### src/rtl/memory_if.sv
// Request/response bundle between a memory client and the memory block.
// Requests are sampled on the rising clock edge; rdata is registered inside the memory.
interface memory_if #(
    parameter int unsigned ADDR_WIDTH = 2,
    parameter int unsigned DATA_WIDTH = 8
);
    logic [ADDR_WIDTH-1:0] addr;
    logic                  wr_en;
    logic                  rd_en;
    logic [DATA_WIDTH-1:0] wdata;
    logic [DATA_WIDTH-1:0] rdata;

    modport master (
        output addr,
        output wr_en,
        output rd_en,
        output wdata,
        input  rdata
    );

    modport slave (
        input  addr,
        input  wr_en,
        input  rd_en,
        input  wdata,
        output rdata
    );
endinterface

### src/rtl/memory.sv
// Small synchronous RAM: one write and one read port sharing an address.
// Read data is registered with one cycle of latency; a simultaneous read and write returns the old word.
module memory #(
    parameter int unsigned ADDR_WIDTH = 2,
    parameter int unsigned DATA_WIDTH = 8
) (
    input  logic      clk,
    input  logic      reset,
    memory_if.slave   bus
);
    localparam int unsigned DEPTH = 32'(1) << ADDR_WIDTH;

    logic [DATA_WIDTH-1:0] mem [DEPTH];
    logic [DATA_WIDTH-1:0] rdata_q;

    // Read samples the array before the same-edge write lands, giving read-before-write.
    always_ff @(posedge clk or negedge reset) begin
        if (!reset) begin
            for (int i = 0; i < int'(DEPTH); i++) begin
                mem[i] <= '0;
            end
            rdata_q <= '0;
        end else begin
            if (bus.rd_en) begin
                rdata_q <= mem[bus.addr];
            end
            if (bus.wr_en) begin
                mem[bus.addr] <= bus.wdata;
            end
        end
    end

    assign bus.rdata = rdata_q;
endmodule

### src/flat_wrapper.sv
// flat-port wrapper written by rule: the top's interface ports become plain ports
module memory_flat 
#(
    parameter int unsigned ADDR_WIDTH = 2,
    parameter int unsigned DATA_WIDTH = 8
)
  (clk, reset, bus_addr, bus_wr_en, bus_rd_en, bus_wdata, bus_rdata);
  memory_if #(.ADDR_WIDTH(ADDR_WIDTH), .DATA_WIDTH(DATA_WIDTH)) bus_i ();
  input  logic clk;
  input  logic reset;
  input wire logic [$bits(bus_i.addr)-1:0] bus_addr;
  input wire logic [$bits(bus_i.wr_en)-1:0] bus_wr_en;
  input wire logic [$bits(bus_i.rd_en)-1:0] bus_rd_en;
  input wire logic [$bits(bus_i.wdata)-1:0] bus_wdata;
  output wire logic [$bits(bus_i.rdata)-1:0] bus_rdata;
  assign bus_i.addr = bus_addr;
  assign bus_i.wr_en = bus_wr_en;
  assign bus_i.rd_en = bus_rd_en;
  assign bus_i.wdata = bus_wdata;
  assign bus_rdata = bus_i.rdata;
  memory #(.ADDR_WIDTH(ADDR_WIDTH), .DATA_WIDTH(DATA_WIDTH)) u_core (.clk(clk), .reset(reset), .bus(bus_i));
endmodule
### config.mk
export PLATFORM = sky130hd
export DESIGN_NAME = memory_flat
export DESIGN_NICKNAME = d
export VERILOG_FILES = /design/src/rtl/memory_if.sv /design/src/rtl/memory.sv /design/src/flat_wrapper.sv
export SDC_FILE = /design/constraint.sdc
export NUM_CORES = 1
export LEC_CHECK = 0
export BUFFER_PORTS_ARGS = -buffer_cell sky130_fd_sc_hd__buf_4
export CAP_MARGIN = 20
export CORE_MARGIN = 10
export CORE_UTILIZATION = 51
export CTS_CLUSTER_DIAMETER = 120
export CTS_CLUSTER_SIZE = 20
export DETAILED_ROUTE_END_ITERATION = 6
export GPL_TIMING_DRIVEN = 1
export HOLD_SLACK_MARGIN = 0.15
export PLACE_DENSITY = 0.77
export SLEW_MARGIN = 10
export SYNTH_ARGS = -nofsm -noshare
export SYNTH_HDL_FRONTEND = slang
export SYNTH_SLANG_ARGS = --single-unit
export TNS_END_PERCENT = 1
### constraint.sdc
create_clock -name clk -period 0.8 [get_ports clk]
set_clock_uncertainty 0.2 [all_clocks]
set_input_delay 0.04 -clock clk [delete_from_list [all_inputs] [get_ports clk]]
set_output_delay 0.04 -clock clk [all_outputs]
set_load 0.01 [all_outputs]
=== Word level (Yosys, flattened, before mapping) ===
Index checks and enable logic that the tools add are counted.

* Reduce and logical (&&, ||, !) cells: 1
* Order comparisons: 2
* Bitwise operators: 1
* Multiplexer cells: 6

{| class="wikitable"
|+ Operator list
! operator !! number
|-
| 32-bit bitwise mux || 1
|-
| 8-bit two-way mux || 3
|-
| 8-bit binary-select mux with 2-bit select || 1
|-
| 8-bit demux with 2-bit select || 1
|-
| 3-bit greater-or-equal comparator (second input constant) || 1
|-
| 3-bit by 1-bit < comparator with 1-bit output (second input constant) || 1
|-
| 2-bit inverter with 3-bit output || 1
|-
| 1-bit logical AND || 1
|}

* Input bits: 14
* Output and inout port bits: 8
* Flip-flop bits (word level): 40
* Word-level logic and storage cells: 15

=== Depth between registers and ports, before layout ===
* Depth in word-level cells: 6
* Depth in mapped cells: 4
* Gate-level depth less buffers: 2

=== Least setup slack after synthesis ===
No wires, ideal clock.

* Path kind: input-to-reg
* From: input bus_addr[0]
* To: register u_core.mem[24] (netlist name)
* Required time: 475 ps
* Path slack: -422 ps
* Buffers on the path: 1
* Stages on the path: 3
* Arrival time: 897 ps
* Library setup time: 125 ps
* Cells stage by stage: buf_2 nor3b_4 mux2_2

* Cells in the longest elaborated chain, start to end: 6
* Elaborated cells on any way between the ends: 7
* Classes of those cells: order compare: 2; mux: 3; bitwise: 1; reduce/logical: 1

{| class="wikitable"
|+ RTL lines
! item !! RTL line !! RTL
|-
| start: declaration || flat_wrapper.sv:11 || <nowiki>input wire logic [$bits(bus_i.addr)-1:0] bus_addr;</nowiki>
|-
| 2-bit inverter with 3-bit output (implied by the code) * || memory.sv:28 || <nowiki>mem[bus.addr] <= bus.wdata;</nowiki>
|-
| 3-bit greater-or-equal comparator (implied by the code) / 3-bit by 1-bit < comparator with 1-bit output (equally long branches) || memory.sv:28 ||
|-
| 1-bit logical AND (implied by the code) || memory.sv:28 ||
|-
| 8-bit two-way mux (implied by the code) || memory.sv:28 ||
|-
| 8-bit demux with 2-bit select * || memory.sv:28 ||
|-
| 32-bit bitwise mux * || memory.sv:28 ||
|-
| end signal: indexed assignment || memory.sv:28 ||
|-
| end: declaration || memory.sv:13 || <nowiki>logic [DATA_WIDTH-1:0] mem [DEPTH];</nowiki>
|}

Every way passes the cells marked *; elsewhere a longest branch is shown, timed or not.
A chain may end at the register's enable or synchronous reset.

=== Final worst setup path ===
* From: register u_core.rdata_q[3] (netlist: u_core.bus.rdata[3])
* To: output bus_rdata[3]

{| class="wikitable"
|+ RTL lines
! item !! RTL line !! RTL
|-
| start: declaration || memory.sv:14 || <nowiki>logic [DATA_WIDTH-1:0] rdata_q;</nowiki>
|-
| start signal: assignment || memory.sv:25 || <nowiki>rdata_q <= mem[bus.addr];</nowiki>
|-
| end: declaration || flat_wrapper.sv:15 || <nowiki>output wire logic [$bits(bus_i.rdata)-1:0] bus_rdata;</nowiki>
|}

No word-level cell between the ends.

==> flow_metrics.py <==
metrics = {
    "route": {
        "viasPerCell": 5.51,
        "wl_per_cell_um": 19.2,
        "final_antenna_net_count": 0,
        "via_count": 1097,
        "drc": 0,
        "wl_um": 3830,
        "drtIter0Drc": 59,
        "dr.pass1.iters": 4,
    },
    "clock_network": {
        "cts_inserted_buffers": 5,
        "ctsHoldBuffers": 1,
        "cts_tree": "built",
        "clk_pin_slew_ns": 0.11,
        "cts_htree_levels": 2,
        "clockRootBuffer": "clkbuf_4",
        "insertion_delay_ns": 0.34,
        "cts_sinks": 40,
        "clock_path_buffers": 2,
    },
    "grt": {
        "grt_max_degree": 41,
        "grt_overflow": 0,
        "first_global_vias": 1202,
        "track_usage_pct": 12.7,
        "grt_pass1_wl_um": 6200,
        "antenna_found_initial": 0,
    },
    "worst_setup_path": {
        "cp-end-kind": "output pin",
        "critPathLaunchType": "register",
        "worst_ep_required_time_ns": 0.56,
        "crit_buf_inv": 1,
        "critPathMaxStageDelay_ns": 0.42,
        "reg2reg_depth": 3,
        "reg2reg_slack_ns": -0.22,
        "rr_endpoint": "u_core.bus.rdata[6]",
        "crit_type": "register to output pin",
        "cp.arrival_ns": 0.89,
        "critPathMaxFanout": 2,
        "r2r_start": "u_core.bus.rdata[6]",
        "cp.depth": 1,
        "path_delay_family": "flip-flops",
        "crit_path_top_delay_cell": "dfrtp_1",
        "path_cells": "buf_6",
    },
    "logic_synthesis": {
        "synth_nets": 128,
        "synth.distinct_cells": 12,
        "postSynthRegisterBits": 40,
        "syn_area_per_cell_um2": 15.2,
        "syn-cell-area_um2": 1730,
        "synth_cells": 114,
        "yosysWarnings": 0,
        "yosysSeqAreaShare_pct": 57.7,
    },
    "placement": {
        "placed_area_um2": 2030,
        "place_ws_ns": -0.470,
        "io_buffers": 21,
        "gp_congestion": 0.748,
        "dp_hpwl_um": 2580,
    },
    "pwr": {
        "pwr_density_cell_nw_per_um2": 2160,
        "vdd_ir_drop_max_uv": 1090,
        "power.leakage_nw": 1.08,
    },
    "hold_path": {
        "holdPathStages": 2,
        "hold_path.class": "primary input to register",
        "hp-start": "bus_wdata[6]",
        "hold_path_end": "u_core.mem[14]",
    },
    "sta": {
        "hold_violations": 74,
        "worst_pin_slew_ns": 0.382,
        "setup_tns_ns": -9.42,
        "relSlewSlack_pct": 74.4,
        "min_period_over_period_pct": 141,
        "setup_ws_ns": -0.327,
        "post-route-min-period_ns": 1.13,
        "rsz0062_at_grt": "yes",
        "fmax_mhz": 887,
        "slew_viol_final": 0,
        "worst_hold_slack_ns": -0.249,
        "setup_viol_count_final": 48,
    },
    "final_layout": {
        "final_nets": 167,
        "drive_gt1_share_pct": 51.6,
        "n_antenna_cell": 0,
        "area_growth_pct": 28.0,
        "final_common_cell": "dfrtp_1",
        "fillers": 257,
        "final_cell_area_um2": 2220,
        "mostFrequentLayoutCells": "dfrtp_1, buf_4, mux2_4, mux2i_1, mux2_2",
    },
    "floorplanning": {
        "fp.dieH_um": 78.3,
        "std_cell_rows": 21,
        "die-width_um": 78.3,
        "top_level_ports": 22,
        "dieArea_um2": 6130,
        "start_util_pct": 52.4,
        "core_area_um2": 3310,
    },
    "job": {
        "cap_violations": 0,
    },
    "run_status": {
        "violations": "hold timing, setup timing",
        "status": "finished with violations",
    },
}
-- power breakdown --
group / switching, mW / internal [mW]
clock network: 0.614 / 0.324
logic: 0.438 / 0.770
registers: 0.237 / 2.41
-- worst max path at each step --
stage                                   start        endpoint  slack, ns
after CTS                 u_core.bus.rdata[4]    bus_rdata[4]      -0.33
after floorplan                   bus_addr[0]  u_core.mem[24]      -0.40
final                     u_core.bus.rdata[3]    bus_rdata[3]      -0.33
after global placement            bus_addr[0]  u_core.mem[15]      -0.45
after global routing      u_core.bus.rdata[3]    bus_rdata[3]      -0.37
after detailed placement          bus_addr[0]   u_core.mem[8]      -0.47
-- what timing repair did --
item | 4_1_cts | 5_1_grt
setup buffers | 2 | 1
setup endpoints to repair | 48 | 48
pin swaps | 3 | 1
gates resized for setup | 18 | 11
endpoints found under the hold margin | 80 | 80
-- worst reg2reg max path, stage by stage, from the launching register on --
cell	delay (ns)
dfrtp_1	0.41
buf_4	0.14
nand2b_1	0.06
o221ai_1	0.10
-- flip-flops by register name, indices dropped and copies added, names as in the netlist --
name / cells
u_core.bus.rdata: 8
u_core.mem: 32
-- cells by family (layout without fill, tap and decap cells) --
| kind of cell | Yosys count | after routing | synth area share (%) |
|---|---|---|---|
| flip-flops | 40 | 40 | 57.7 |
| buffers and inverters | 4 | 43 | 1.80 |
| AND/OR/NAND/NOR | 14 | 14 | 6.42 |
| AO/OA/AOI/OAI | 8 | 8 | 4.04 |
| multiplexers | 48 | 48 | 30.0 |
-- synth_stat cells --
library cell  instances  area share (%)
dfrtp_1              40              58
mux2i_1              16             9.2
mux2_2               32              21
nand2_1               1            0.22
o221ai_1              8             4.0
buf_2                 1            0.29
nor3b_4               1             1.1
nand2b_1              9             3.2
clkbuf_1              1            0.22
nand3b_2              2             1.3
nand3_2               1            0.58
buf_6                 2             1.3
-- through the flow --
step / instances / hold slack, ns / util [%] / power [mW]
2_1_floorplan: 114 / -0.456 / - / 3.18
3_3_place_gp: 188 / -0.193 / 61.2 / 3.55
3_5_place_dp: 188 / -0.192 / 61.2 / 3.63
4_1_cts: 198 / -0.259 / 65.4 / 4.71
5_1_grt: 199 / -0.273 / 67.0 / 5.03
6_report: 199 / -0.249 / 67.0 / 4.79
-- layout make-up --
type	count	area, um^2	share of cell area [%]
Clock inverter	1	5.00	0.225
Timing Repair Buffer	36	324	14.6
Multi-Input combinational cell	70	791	35.6
Clock buffer	6	41.3	1.86
Tap cell	46	57.6	2.59
Sequential cell	40	1000	45.1
-- metal layers --
| layer | vias up | global-route usage [%] | routed length, um |
|---|---|---|---|
| met5 | - | 0 | 0 |
| met3 | 6 | 4.78 | 171 |
| li1 | 495 | - | - |
| met1 | 570 | 14.8 | 1670 |
| met2 | 26 | 21.4 | 1950 |
| met4 | 0 | 3.76 | 36 |
Note: power is estimated with default switching activity, not from simulation.
